==> src/rtl/mul_seq_param_pkg.sv <==
// Shared types and helpers for the sequential shift-add multiplier.
package mul_seq_param_pkg;

   typedef enum logic [1:0] {
      ST_IDLE = 2'd0,
      ST_RUN  = 2'd1,
      ST_DONE = 2'd2
   } state_e;

   function automatic int clog2(input int value);
      int r;
      int v;
      r = 0;
      v = value - 1;
      while (v > 0) begin
         r = r + 1;
         v = v >> 1;
      end
      return r;
   endfunction

endpackage

==> src/rtl/mul_seq_param_if.sv <==
// Start/busy/done handshake and operand/product bus of the sequential multiplier.
interface mul_seq_param_if #(
   parameter int W = 8
);
   logic           start;
   logic [W-1:0]   a_i;
   logic [W-1:0]   b_i;
   logic [2*W-1:0] p_o;
   logic           busy;
   logic           done;

   modport master (output start, a_i, b_i, input p_o, busy, done);
   modport slave  (input start, a_i, b_i, output p_o, busy, done);
endinterface

==> src/rtl/mul_seq_param.sv <==
// Radix-2 shift-add multiplier producing one product bit per clock (W cycles/product).
// Define MUL_SIGNED_EN for two's-complement operands and product.
module mul_seq_param
   import mul_seq_param_pkg::*;
#(
   parameter int W = 8
) (
   input  logic           clk,
   input  logic           rst,
   mul_seq_param_if.slave mul_if
);
   localparam int CNT_W = clog2(W + 1);

   state_e           state_q, state_d;
   logic [CNT_W-1:0] cnt_q, cnt_d;
   logic [W-1:0]     mcand_q, mcand_d;
   logic [W-1:0]     mplier_q, mplier_d;
   logic [2*W-1:0]   acc_q, acc_d;
   logic [2*W-1:0]   p_q, p_d;
   logic             busy_q, busy_d;
   logic             done_q, done_d;
   logic [W:0]       sum_s;
   logic [2*W-1:0]   acc_step_s;
   logic [2*W-1:0]   result_s;
   logic [W-1:0]     a_mag_s;
   logic [W-1:0]     b_mag_s;

`ifdef MUL_SIGNED_EN
   logic sign_q, sign_d;

   // Magnitudes: -2^(W-1) maps to 2^(W-1), which still fits in W unsigned bits.
   always_comb begin
      a_mag_s = mul_if.a_i[W-1] ? ((~mul_if.a_i) + W'(1)) : mul_if.a_i;
      b_mag_s = mul_if.b_i[W-1] ? ((~mul_if.b_i) + W'(1)) : mul_if.b_i;
   end

   assign result_s = sign_q ? ((~acc_step_s) + (2*W)'(1)) : acc_step_s;

   // Sign of the product in flight.
   always_ff @(posedge clk or posedge rst) begin
      if (rst) begin
         sign_q <= 1'b0;
      end else begin
         sign_q <= sign_d;
      end
   end
`else
   assign a_mag_s  = mul_if.a_i;
   assign b_mag_s  = mul_if.b_i;
   assign result_s = acc_step_s;
`endif

   // One iteration: conditional add into the upper half with carry, then shift right.
   always_comb begin
      sum_s      = {1'b0, acc_q[2*W-1:W]} + (mplier_q[0] ? {1'b0, mcand_q} : {(W+1){1'b0}});
      acc_step_s = {sum_s, acc_q[W-1:1]};
   end

   // Next-state and datapath control.
   always_comb begin
      state_d  = state_q;
      cnt_d    = cnt_q;
      mcand_d  = mcand_q;
      mplier_d = mplier_q;
      acc_d    = acc_q;
      p_d      = p_q;
`ifdef MUL_SIGNED_EN
      sign_d   = sign_q;
`endif
      case (state_q)
         ST_RUN: begin
            acc_d    = acc_step_s;
            mplier_d = {1'b0, mplier_q[W-1:1]};
            cnt_d    = cnt_q + CNT_W'(1);
            if (cnt_d == CNT_W'(W)) begin
               state_d = ST_DONE;
               p_d     = result_s;
            end else begin
               state_d = ST_RUN;
            end
         end
         ST_IDLE, ST_DONE: begin
            if (mul_if.start) begin
               state_d  = ST_RUN;
               cnt_d    = '0;
               mcand_d  = a_mag_s;
               mplier_d = b_mag_s;
               acc_d    = '0;
`ifdef MUL_SIGNED_EN
               sign_d   = mul_if.a_i[W-1] ^ mul_if.b_i[W-1];
`endif
            end else begin
               state_d = ST_IDLE;
            end
         end
         default: begin
            state_d = ST_IDLE;
         end
      endcase
      busy_d = (state_d == ST_RUN);
      done_d = (state_d == ST_DONE);
   end

   // State, datapath and output registers.
   always_ff @(posedge clk or posedge rst) begin
      if (rst) begin
         state_q  <= ST_IDLE;
         cnt_q    <= '0;
         mcand_q  <= '0;
         mplier_q <= '0;
         acc_q    <= '0;
         p_q      <= '0;
         busy_q   <= 1'b0;
         done_q   <= 1'b0;
      end else begin
         state_q  <= state_d;
         cnt_q    <= cnt_d;
         mcand_q  <= mcand_d;
         mplier_q <= mplier_d;
         acc_q    <= acc_d;
         p_q      <= p_d;
         busy_q   <= busy_d;
         done_q   <= done_d;
      end
   end

   assign mul_if.p_o  = p_q;
   assign mul_if.busy = busy_q;
   assign mul_if.done = done_q;

endmodule

==> src/flat_wrapper.sv <==
// flat-port wrapper written by rule: the top's interface ports become plain ports
module mul_seq_param_flat import mul_seq_param_pkg::*;
#(
   parameter int W = 8
)
  (clk, rst, mul_if_start, mul_if_a_i, mul_if_b_i, mul_if_p_o, mul_if_busy, mul_if_done);
  mul_seq_param_if #(.W(W)) mul_if_i ();
  input  logic clk;
  input  logic rst;
  input wire logic [$bits(mul_if_i.start)-1:0] mul_if_start;
  input wire logic [$bits(mul_if_i.a_i)-1:0] mul_if_a_i;
  input wire logic [$bits(mul_if_i.b_i)-1:0] mul_if_b_i;
  output wire logic [$bits(mul_if_i.p_o)-1:0] mul_if_p_o;
  output wire logic [$bits(mul_if_i.busy)-1:0] mul_if_busy;
  output wire logic [$bits(mul_if_i.done)-1:0] mul_if_done;
  assign mul_if_i.start = mul_if_start;
  assign mul_if_i.a_i = mul_if_a_i;
  assign mul_if_i.b_i = mul_if_b_i;
  assign mul_if_p_o = mul_if_i.p_o;
  assign mul_if_busy = mul_if_i.busy;
  assign mul_if_done = mul_if_i.done;
  mul_seq_param #(.W(W)) u_core (.clk(clk), .rst(rst), .mul_if(mul_if_i));
endmodule
==> config.mk <==
export PLATFORM = sky130hd
export DESIGN_NAME = mul_seq_param_flat
export DESIGN_NICKNAME = d
export VERILOG_FILES = /design/src/rtl/mul_seq_param_pkg.sv /design/src/rtl/mul_seq_param_if.sv /design/src/rtl/mul_seq_param.sv /design/src/flat_wrapper.sv
export SDC_FILE = /design/constraint.sdc
export NUM_CORES = 1
export LEC_CHECK = 0
export CAP_MARGIN = 10
export CELL_PAD_IN_SITES_DETAIL_PLACEMENT = 2
export CELL_PAD_IN_SITES_GLOBAL_PLACEMENT = 2
export CORE_ASPECT_RATIO = 0.8
export CORE_UTILIZATION = 35
export DETAILED_ROUTE_END_ITERATION = 8
export PLACE_DENSITY = 0.87
export SYNTH_ARGS = -nofsm -noshare
export SYNTH_HDL_FRONTEND = slang
export SYNTH_SLANG_ARGS = --single-unit
export TNS_END_PERCENT = 5
==> constraint.sdc <==
create_clock -name clk -period 2.31 [get_ports clk]
set_input_delay 0.462 -clock clk [delete_from_list [all_inputs] [get_ports clk]]
set_output_delay 0.462 -clock clk [all_outputs]
set_load 0.02 [all_outputs]
==> results.cfg <==
[yosys]
synth.avg_cell_area_um2 = 11.4
ys_warn_count = 0
yosys.area.top_type = dfrtp_1
synth.net_count = 251
ys_seq_area_share_pct = 54.4
synth-edff-count = 0
yosys.cell_types.count = 36
synthesis.area_um2 = 2530
synth.area.top_cells = dfrtp_1 (54%), nand2_1 (6.5%), a22o_1 (5.2%), ha_1 (4.9%), mux2_2 (4.0%)
async_flop_share_pct = 100
synth.top_cell.area_share_pct = 54.4
synthesis.instances = 221
synth-main-ff-cell = dfrtp_1
ys_ff_latch = 55

[power_and_ir_drop]
p_per_area_nw_per_um2 = 1360
p_total_w = 0.00426
leakage_nw = 1.48
irDropWorstVdd_v = 0.000442

[setup_path]
arrival_ps = 2450
critPathMaxFanout = 3
cp-end-kind = flop
cp_data_required_time_ps = 2510
r2r_cells = 8
rr_endpoint = u_core.mul_if.p_o[15]
startpoint_type = flop
critPathKind = flop to flop
startpoint = u_core.mplier_q[0]
setup.worst_path.end = u_core.mul_if.p_o[15]
rrSetupSlack_ps = 60
timing.rr.start = u_core.mplier_q[0]

[sta]
slew_violations = 0
setup_violations = 0
hold-worst-slack_ps = 485
fin_tns_setup_ps = 0
fin_crit_ps = 2250
clock-skew-final_ps = 11.9
relSlewSlack_pct = 35.7
max_freq_mhz = 444
hold_violations = 0
timing.final.crit_share_pct = 97.4
fin_ws_ps = 59.2
tightest_slew_ps = 963
rsz0062_at_grt = true

[placement]
gp_congestion = 0.763
pre_cts_slack_ps = -81.2
post-dp-hpwl_um = 4350
postPlaceCellArea_um2 = 3020
io_buffer_count = 36

[detailed_routing]
initialDrtViolationCount = 60
wl_per_cell_um = 17.3
drc = 0
vias_per_cell = 5.17
postRouteAntennaNets = 0
wirelength_um = 6060
num_vias = 1813
detail_route.first_pass.iterations = 4

[die]
rows = 27
initial_core_util_pct = 36.5
core_um2 = 6930
die_x_um = 97.1
io_pins = 37
die_y_um = 78.0
die-area_um2 = 7570

[worst_hold_path]
hold_path_class = flop to flop

[layout]
drive_above_1_share_pct = 14.4
fin_nets = 293
diodes = 0
area_growth_pct = 23.7
design_area_um2 = 3130
fill_cells = 728

[grt]
grt_use_total_pct = 17.3
grt_pass1_vias = 1957
grt-ovfl-total = 0
grt_pass1_wl_um = 10100
antenna_found_initial = 0
grt_max_degree = 56

[clocking]
path_clk_slew_ps = 100
hold_buffers = 0
root_buffer = clkbuf_8
cts_made_buffers = 5
clock_latency_ps = 320
clk_path_buf_depth = 2
cts_tree = yes
cts.sinks = 55
htreeDepth = 2

[status]
status = completed

[run]
drv_cap = 0
worst max-delay path, stage by stage, from the launching register on:
cell and delay, ps:
dfrtp_1 400, and2_1 170, ha_1 220, fa_2 380, a21oi_2 170, o21ai_1 110
or3_1 330, a31oi_2 240, o21ai_0 110
cell families (layout without fill, tap and decap cells):
| group | count (synthesis) | count (layout) | synth area share, % |
|---|---|---|---|
| and+or+nand+nor | 66 | 66 | 12.0 |
| DFF | 55 | 55 | 54.4 |
| AOI/OAI and AO/OA | 48 | 48 | 13.3 |
| muxes | 21 | 21 | 9.74 |
| buffers and inverters | 14 | 57 | 2.77 |
| adders and majority gates | 11 | 11 | 5.74 |
| xor gates and xnor gates | 6 | 6 | 2.08 |
metrics by stage:
step / cells / util [%]
finish: 351 / 45.2
global route: 351 / 45.2
global placement: 342 / 43.5
floorplan: 221 / -
CTS: 350 / 45.0
detailed placement: 342 / 43.5
placed cells by master (no fill, tap or decap), types with 2 or more instances in the layout:
cell type	synthesis	layout
mux2_4	5	5
mux2i_1	7	7
dfrtp_1	55	55
a22o_1	15	15
inv_1	5	4
o21ai_1	0	2
xnor2_1	3	3
clkbuf_8	0	5
clkdlybuf4s50_1	0	36
ha_1	10	10
nand2_1	44	44
and2_1	8	8
buf_4	1	7
mux2_2	9	9
o21ai_0	18	16
nor2b_1	2	2
nand2b_1	3	3
a21oi_1	5	4
xor2_1	3	3
nand3_1	2	2
nor2_1	3	2
a21oi_2	1	2
where the power goes:
part | leakage (nW) | switching, W | internal (W) | total [W]
combinational | 0.742 | 0.00107 | 0.000966 | 0.00203
clock | 0.0418 | 0.000329 | 0.000219 | 0.000548
sequential | 0.698 | 0.000301 | 0.00138 | 0.00168
repair_timing:
item                       CTS  global route
resized for setup            3             3
setup endpoints to repair    3             4
pin swaps                    0             2
buffers inserted             0             1
state kept, by name, summed over array words and instances (netlist names):
register and count:
u_core.acc_q 15, u_core.cnt_q 4, u_core.mcand_q 8, u_core.mplier_q 8
u_core.mul_if.busy 1, u_core.mul_if.done 1, u_core.mul_if.p_o 16, u_core.state_q 2
metal layers:
metal | part of all wire, % | vias to the layer above | GRT usage [%] | routed length [um]
met5 | 0 | - | 0 | 0
met4 | 1.5 | 0 | 6.27 | 88
met3 | 3.8 | 9 | 3.29 | 233
met2 | 48 | 42 | 28.0 | 2920
met1 | 47 | 912 | 23.4 | 2820
li1 | - | 850 | - | -
how the worst min path moves through the flow:
stage | startpoint | endpoint | slack [ps] | depth (start not counted)
2_1_floorplan | u_core.mcand_q[0] | u_core.mcand_q[0] | 440 | 2
3_3_place_gp | u_core.mcand_q[1] | u_core.mcand_q[1] | 460 | 2
3_5_place_dp | u_core.mcand_q[5] | u_core.mcand_q[5] | 460 | 2
4_1_cts | u_core.mcand_q[5] | u_core.mcand_q[5] | 490 | 2
5_1_grt | rst | u_core.mul_if.p_o[1] | 530 | 3
6_report | u_core.mcand_q[2] | u_core.mcand_q[2] | 490 | 2
synth_stat cells, types with 2 or more instances:
cell and instances:
ha_1 10, dfrtp_1 55, o21ai_0 18, mux2_4 5, xor2_1 3, buf_2 5, a21oi_1 5, nand2b_1 3
mux2_2 9, nand3_1 2, a22o_1 15, nand2_1 44, mux2i_1 7, xnor2_1 3, nor2_1 3, nor2b_1 2
a31oi_1 2, and2_1 8, inv_1 5
cell type report:
type / instances / area [um^2] / area share [%]
Clock buffer: 6 / 72.6 / 2.32
Clock inverter: 2 / 16.3 / 0.520
Inverter: 5 / 18.8 / 0.600
Multi-Input combinational cell: 152 / 1100 / 35.3
Sequential cell: 55 / 1380 / 44.0
Tap cell: 87 / 109 / 3.48
Timing Repair Buffer: 44 / 433 / 13.8
Note: power is estimated with default switching activity, not from simulation.
